<file path="src/rtl/bus_arbiter_4i_if.sv">
// Operand-bus bundle between the four requesters and bus_arbiter_4i.
// slave = arbiter side, master = requester/consumer side.
interface bus_arbiter_4i_if #(
    parameter int unsigned WIDTH = 16
);
    logic [3:0]       req;
    logic [WIDTH-1:0] data0;
    logic [WIDTH-1:0] data1;
    logic [WIDTH-1:0] data2;
    logic [WIDTH-1:0] data3;
    logic             out_ready;
    logic             out_valid;
    logic [WIDTH-1:0] out_data;
    logic [1:0]       sel;
    logic [3:0]       ack;
    logic             busy;

    modport slave (
        input  req, data0, data1, data2, data3, out_ready,
        output out_valid, out_data, sel, ack, busy
    );

    modport master (
        output req, data0, data1, data2, data3, out_ready,
        input  out_valid, out_data, sel, ack, busy
    );
endinterface

</file>
<file path="src/rtl/bus_arbiter_4i.sv">
// Four-requester operand-bus arbiter with registered winner word and valid/ready output.
// ARB_ROUND_ROBIN_EN selects round-robin priority; otherwise fixed priority 0>1>2>3.
module bus_arbiter_4i #(
    parameter int unsigned WIDTH = 16
) (
    input logic             clk,
    input logic             rst_n,
    bus_arbiter_4i_if.slave bus
);
    typedef enum logic [0:0] {StIdle, StBusy} state_e;

    state_e           r_state;
    logic             r_out_valid;
    logic [WIDTH-1:0] r_out_data;
    logic [1:0]       r_sel;

    logic [1:0]       w_winner;
    logic [WIDTH-1:0] w_win_data;

`ifdef ARB_ROUND_ROBIN_EN
    logic [1:0] r_last;
    logic [3:0] w_rot;
    logic [1:0] w_off;

    // Rotate requests so bit 0 is the requester just after the last grant.
    always_comb begin
        w_rot = 4'b0000;
        for (int j = 0; j < 4; j++) begin
            w_rot[j] = bus.req[2'(r_last + 2'(j) + 2'd1)];
        end
        casez (w_rot)
            4'b???1: w_off = 2'd0;
            4'b??10: w_off = 2'd1;
            4'b?100: w_off = 2'd2;
            default: w_off = 2'd3;
        endcase
        w_winner = 2'(r_last + 2'd1 + w_off);
    end
`else
    always_comb begin
        casez (bus.req)
            4'b???1: w_winner = 2'd0;
            4'b??10: w_winner = 2'd1;
            4'b?100: w_winner = 2'd2;
            default: w_winner = 2'd3;
        endcase
    end
`endif

    always_comb begin
        unique case (w_winner)
            2'd0: w_win_data = bus.data0;
            2'd1: w_win_data = bus.data1;
            2'd2: w_win_data = bus.data2;
            2'd3: w_win_data = bus.data3;
        endcase
    end

    always_ff @(posedge clk or negedge rst_n) begin
        if (!rst_n) begin
            r_state     <= StIdle;
            r_out_valid <= 1'b0;
            r_out_data  <= '0;
            r_sel       <= 2'd0;
`ifdef ARB_ROUND_ROBIN_EN
            r_last      <= 2'd3;
`endif
        end else begin
            unique case (r_state)
                StIdle: begin
                    if (|bus.req) begin
                        r_sel       <= w_winner;
                        r_out_data  <= w_win_data;
                        r_out_valid <= 1'b1;
                        r_state     <= StBusy;
                    end
                end
                StBusy: begin
                    // Word is already captured; requests and data are ignored until consumed.
                    if (bus.out_ready) begin
                        r_out_valid <= 1'b0;
                        r_state     <= StIdle;
`ifdef ARB_ROUND_ROBIN_EN
                        r_last      <= r_sel;
`endif
                    end
                end
            endcase
        end
    end

    assign bus.out_valid = r_out_valid;
    assign bus.out_data  = r_out_data;
    assign bus.sel       = r_sel;
    assign bus.busy      = (r_state == StBusy);
    assign bus.ack       = (r_out_valid && bus.out_ready) ? (4'b0001 << r_sel) : 4'b0000;
endmodule

</file>
<file path="src/flat_wrapper.sv">
// flat-port wrapper written by rule: the top's interface ports become plain ports
module bus_arbiter_4i_flat 
#(
    parameter int unsigned WIDTH = 16
)
  (clk, rst_n, bus_req, bus_data0, bus_data1, bus_data2, bus_data3, bus_out_ready, bus_out_valid, bus_out_data, bus_sel, bus_ack, bus_busy);
  bus_arbiter_4i_if #(.WIDTH(WIDTH)) bus_i ();
  input logic clk;
  input logic rst_n;
  input wire logic [$bits(bus_i.req)-1:0] bus_req;
  input wire logic [$bits(bus_i.data0)-1:0] bus_data0;
  input wire logic [$bits(bus_i.data1)-1:0] bus_data1;
  input wire logic [$bits(bus_i.data2)-1:0] bus_data2;
  input wire logic [$bits(bus_i.data3)-1:0] bus_data3;
  input wire logic [$bits(bus_i.out_ready)-1:0] bus_out_ready;
  output wire logic [$bits(bus_i.out_valid)-1:0] bus_out_valid;
  output wire logic [$bits(bus_i.out_data)-1:0] bus_out_data;
  output wire logic [$bits(bus_i.sel)-1:0] bus_sel;
  output wire logic [$bits(bus_i.ack)-1:0] bus_ack;
  output wire logic [$bits(bus_i.busy)-1:0] bus_busy;
  assign bus_i.req = bus_req;
  assign bus_i.data0 = bus_data0;
  assign bus_i.data1 = bus_data1;
  assign bus_i.data2 = bus_data2;
  assign bus_i.data3 = bus_data3;
  assign bus_i.out_ready = bus_out_ready;
  assign bus_out_valid = bus_i.out_valid;
  assign bus_out_data = bus_i.out_data;
  assign bus_sel = bus_i.sel;
  assign bus_ack = bus_i.ack;
  assign bus_busy = bus_i.busy;
  bus_arbiter_4i #(.WIDTH(WIDTH)) u_core (.clk(clk), .rst_n(rst_n), .bus(bus_i));
endmodule
</file>
<file path="config.mk">
export PLATFORM = sky130hd
export DESIGN_NAME = bus_arbiter_4i_flat
export DESIGN_NICKNAME = d
export VERILOG_FILES = /design/src/rtl/bus_arbiter_4i_if.sv /design/src/rtl/bus_arbiter_4i.sv /design/src/flat_wrapper.sv
export SDC_FILE = /design/constraint.sdc
export NUM_CORES = 1
export LEC_CHECK = 0
export CORE_MARGIN = 3
export CORE_UTILIZATION = 32
export DETAILED_ROUTE_END_ITERATION = 12
export PLACE_DENSITY = 0.85
export SYNTH_ARGS = -nofsm -noshare
export SYNTH_HDL_FRONTEND = slang
export SYNTH_SLANG_ARGS = --single-unit
</file>
<file path="constraint.sdc">
create_clock -name clk -period 1 [get_ports clk]
set_input_delay 0.25 -clock clk [delete_from_list [all_inputs] [get_ports clk]]
set_output_delay 0.25 -clock clk [all_outputs]
set_load 0.03 [all_outputs]
</file>
==> results.toml <==
[run_status]
outcome = "finished with violations"
violations = "design-rule violations, negative setup slack"

[synth]
synth_warnings = 0
syn_area_mm2 = 0.00143
synth_top_cell_by_area = "dfrtp_1"
synth_cell_types = 23
ys_seq_area_share_pct = 35.1
synthCells = 132
syn-num-nets = 203
syn_avg_cell_area_um2 = 10.8
synthTopCellsByArea = "dfrtp_1 35%, mux2_2 13%, a2bb2oi_2 11%"
synth-seq-cells = 20
synth_top_area_share_pct = 35.1

[routing]
highest_layer = "met4"
first_iter_violations = 113
routedWlPerCell_um = 21.5
wl_met3_um = 377
dr.pass1.iters = 8
num_vias = 1776
wirelength_mm = 6.96
drc = 2
route.met2.wl_mm = 3.61
antenna_left = 0
drt-met1-wl_mm = 2.71
vias_per_cell = 5.48

[sta]
fin_crit_ns = 1.37
fmax_mhz = 731
slew_violations = 0
hold_viol_final = 0
skew_ns = 0.00733
setup_tns_ns = -6.69
tightest_slew_ns = 0.268
fin_crit_sh_pct = 137
worst_slack_ns = -0.368
slew_headroom_pct = 82.1
setup_viol = 43
rsz0062_at_grt = "yes"

[global_routing]
antenna_found_initial = 1
grt_util_all_layers_pct = 24.6
grt_pass1_vias = 1860
grt.overflow.total = 0
grt_max_degree = 28
grt_pass1_wl_mm = 9.96

[floorplanning]
core_area_mm2 = 0.00414
initial_core_util_pct = 34.5
die_w_um = 72.8
fp.dieArea_mm2 = 0.00530
ios = 95
die_h_um = 72.8
row_count = 23

[clock_tree]
worstSkewPairLatency_ns = 0.26
cts_made_buffers = 3
cts_tree = "yes"
cts_max_level = 1
ctsHoldBuffers = 0
cts_sinks = 20
ctsLongestPathBuffers = 2
path_clk_slew_ns = 0.09
ctsRootBufferMaster = "clkbuf_8"

[place]
place_hpwl_mm = 3.66
portBuffers = 94
placed_cells = 280
place_congestion = 0.781

[setup_path]
critPathKind = "reg2out"
cp_max_fo = 5
worstPathArrival_ns = 1.12
r2r_end = "u_core.bus.out_data[3]"
required_ns = 0.75
ff2ff_setup_slack_ns = -0.26
reg2regPathDepth = 5
rr_startpoint = "u_core.bus.busy"
start_kind = "register"
end_kind = "output port"

[cells_and_area]
syn_to_final_growth_pct = 132
multiInputGateArea_mm2 = 0.00109
drive_gt1_share_pct = 55.7
instances_no_fill = 324
register_area_um2 = 505
fillers = 215
post-route-util_pct = 80.0
nets = 345

[flow_run]
max_cap_viol_count = 0

[power]
ir_drop_v = 0.000936
pwr_density_cell_mw_per_mm2 = 1250
power.leakage_nw = 1.31

[hold_path]
hp-class = "in2async"
[cells in the mapped netlist, drive strengths merged]
| cell | instances |
|---|---|
| mux2i | 1 |
| nor2 | 5 |
| a21oi | 2 |
| mux2 | 16 |
| nand3 | 1 |
| dfrtp | 20 |
| nand2b | 11 |
| or2b | 5 |
| nor4 | 1 |
| clkbuf | 2 |
| a2bb2oi | 17 |
| nor3 | 2 |
| o22a | 1 |
| o22ai | 1 |
| a211oi | 16 |
| buf | 10 |
| inv | 4 |
| nand2 | 1 |
| o211ai | 16 |
[cell type report]
class / count / share of cell area [%]
diodes: 1 / 0.0755
flip-flops and latches: 20 / 15.3
repair buffers: 149 / 47.3
inverters: 4 / 0.453
multi-input cells: 96 / 32.9
clock inverters: 1 / 0.906
clock buffers: 3 / 1.25
well taps: 50 / 1.89
[cell usage in the layout (no fill, tap or decap), types with 7 or more instances in the layout]
cell             netlist  layout
clkdlybuf4s50_1        0      64
buf_6                  2      33
buf_4                  1      33
a2bb2oi_2             10      17
mux2_2                16      16
o211ai_1              16      16
dfrtp_1               20      16
nand2b_1              11      11
a211oi_2               0       9
buf_12                 0       8
a211oi_4               0       7
[logic make-up after synthesis]
| family | share of synthesized area (%) |
|---|---|
| flip-flops | 35.1 |
| AND/OR/NAND/NOR | 12.1 |
| buffers and inverters | 6.13 |
| multiplexers | 13.3 |
| AO/OA/AOI/OAI | 33.4 |
[per-layer routing]
| layer | vias up | track usage (%) |
|---|---|---|
| li1 | 791 | - |
| met5 | - | 0 |
| met2 | 85 | 44.5 |
| met1 | 874 | 30.0 |
| met4 | 0 | 7.38 |
| met3 | 26 | 3.72 |
[metrics by stage]
| stage | worst slack (ns) | area, µm² | hold slack, ns | power [mW] |
|---|---|---|---|---|
| 3_3_place_gp | -0.731 | 2480 | 0.509 | 2.55 |
| 4_1_cts | -0.356 | 3120 | 0.332 | 3.86 |
| 3_5_place_dp | -0.792 | 2480 | 0.526 | 2.58 |
| 2_1_floorplan | -0.284 | 1490 | -0.0456 | 1.89 |
| 6_report | -0.368 | 3310 | 0.324 | 4.13 |
| 5_1_grt | -0.401 | 3310 | 0.336 | 4.28 |
[how the worst max path moves through the flow]
stage                    startpoint                       to  slack, ns  cells past startpoint
4_1_cts           u_core.bus.sel[0]               bus_ack[0]      -0.36                      2
3_5_place_dp             bus_req[2]  u_core.bus.out_data[11]      -0.79                      5
2_1_floorplan  u_core.bus.out_valid               bus_ack[0]      -0.28                      2
6_report          u_core.bus.sel[0]               bus_ack[1]      -0.37                      3
5_1_grt           u_core.bus.sel[0]               bus_ack[1]      -0.40                      3
3_3_place_gp             bus_req[2]   u_core.bus.out_data[1]      -0.73                      5
[where the power goes]
group / internal [mW] / leakage, nW / switching (mW) / total (mW)
sequential: 0.956 / 0.221 / 0.158 / 1.11
clock: 0.534 / 0.0357 / 0.297 / 0.831
combinational: 1.26 / 1.05 / 0.924 / 2.19
[sequential cells by signal, summed over array words and instances, names as in the netlist]
signal / flops
u_core.bus.busy: 1
u_core.bus.out_data: 16
u_core.bus.out_valid: 1
u_core.bus.sel: 2
[what timing repair did]
action,in CTS,in global routing
gates cloned,3,0
pin swaps,18,18
gates resized for setup,77,32
endpoints found under the setup margin,44,44
buffers inserted,25,13
[critical path, stage by stage, from the launching register on]
cell	delay, ns
dfrtp_2	0.48
nand3_4	0.12
nor2_4	0.12
buf_6	0.13
(Power assumes the default switching activity.)
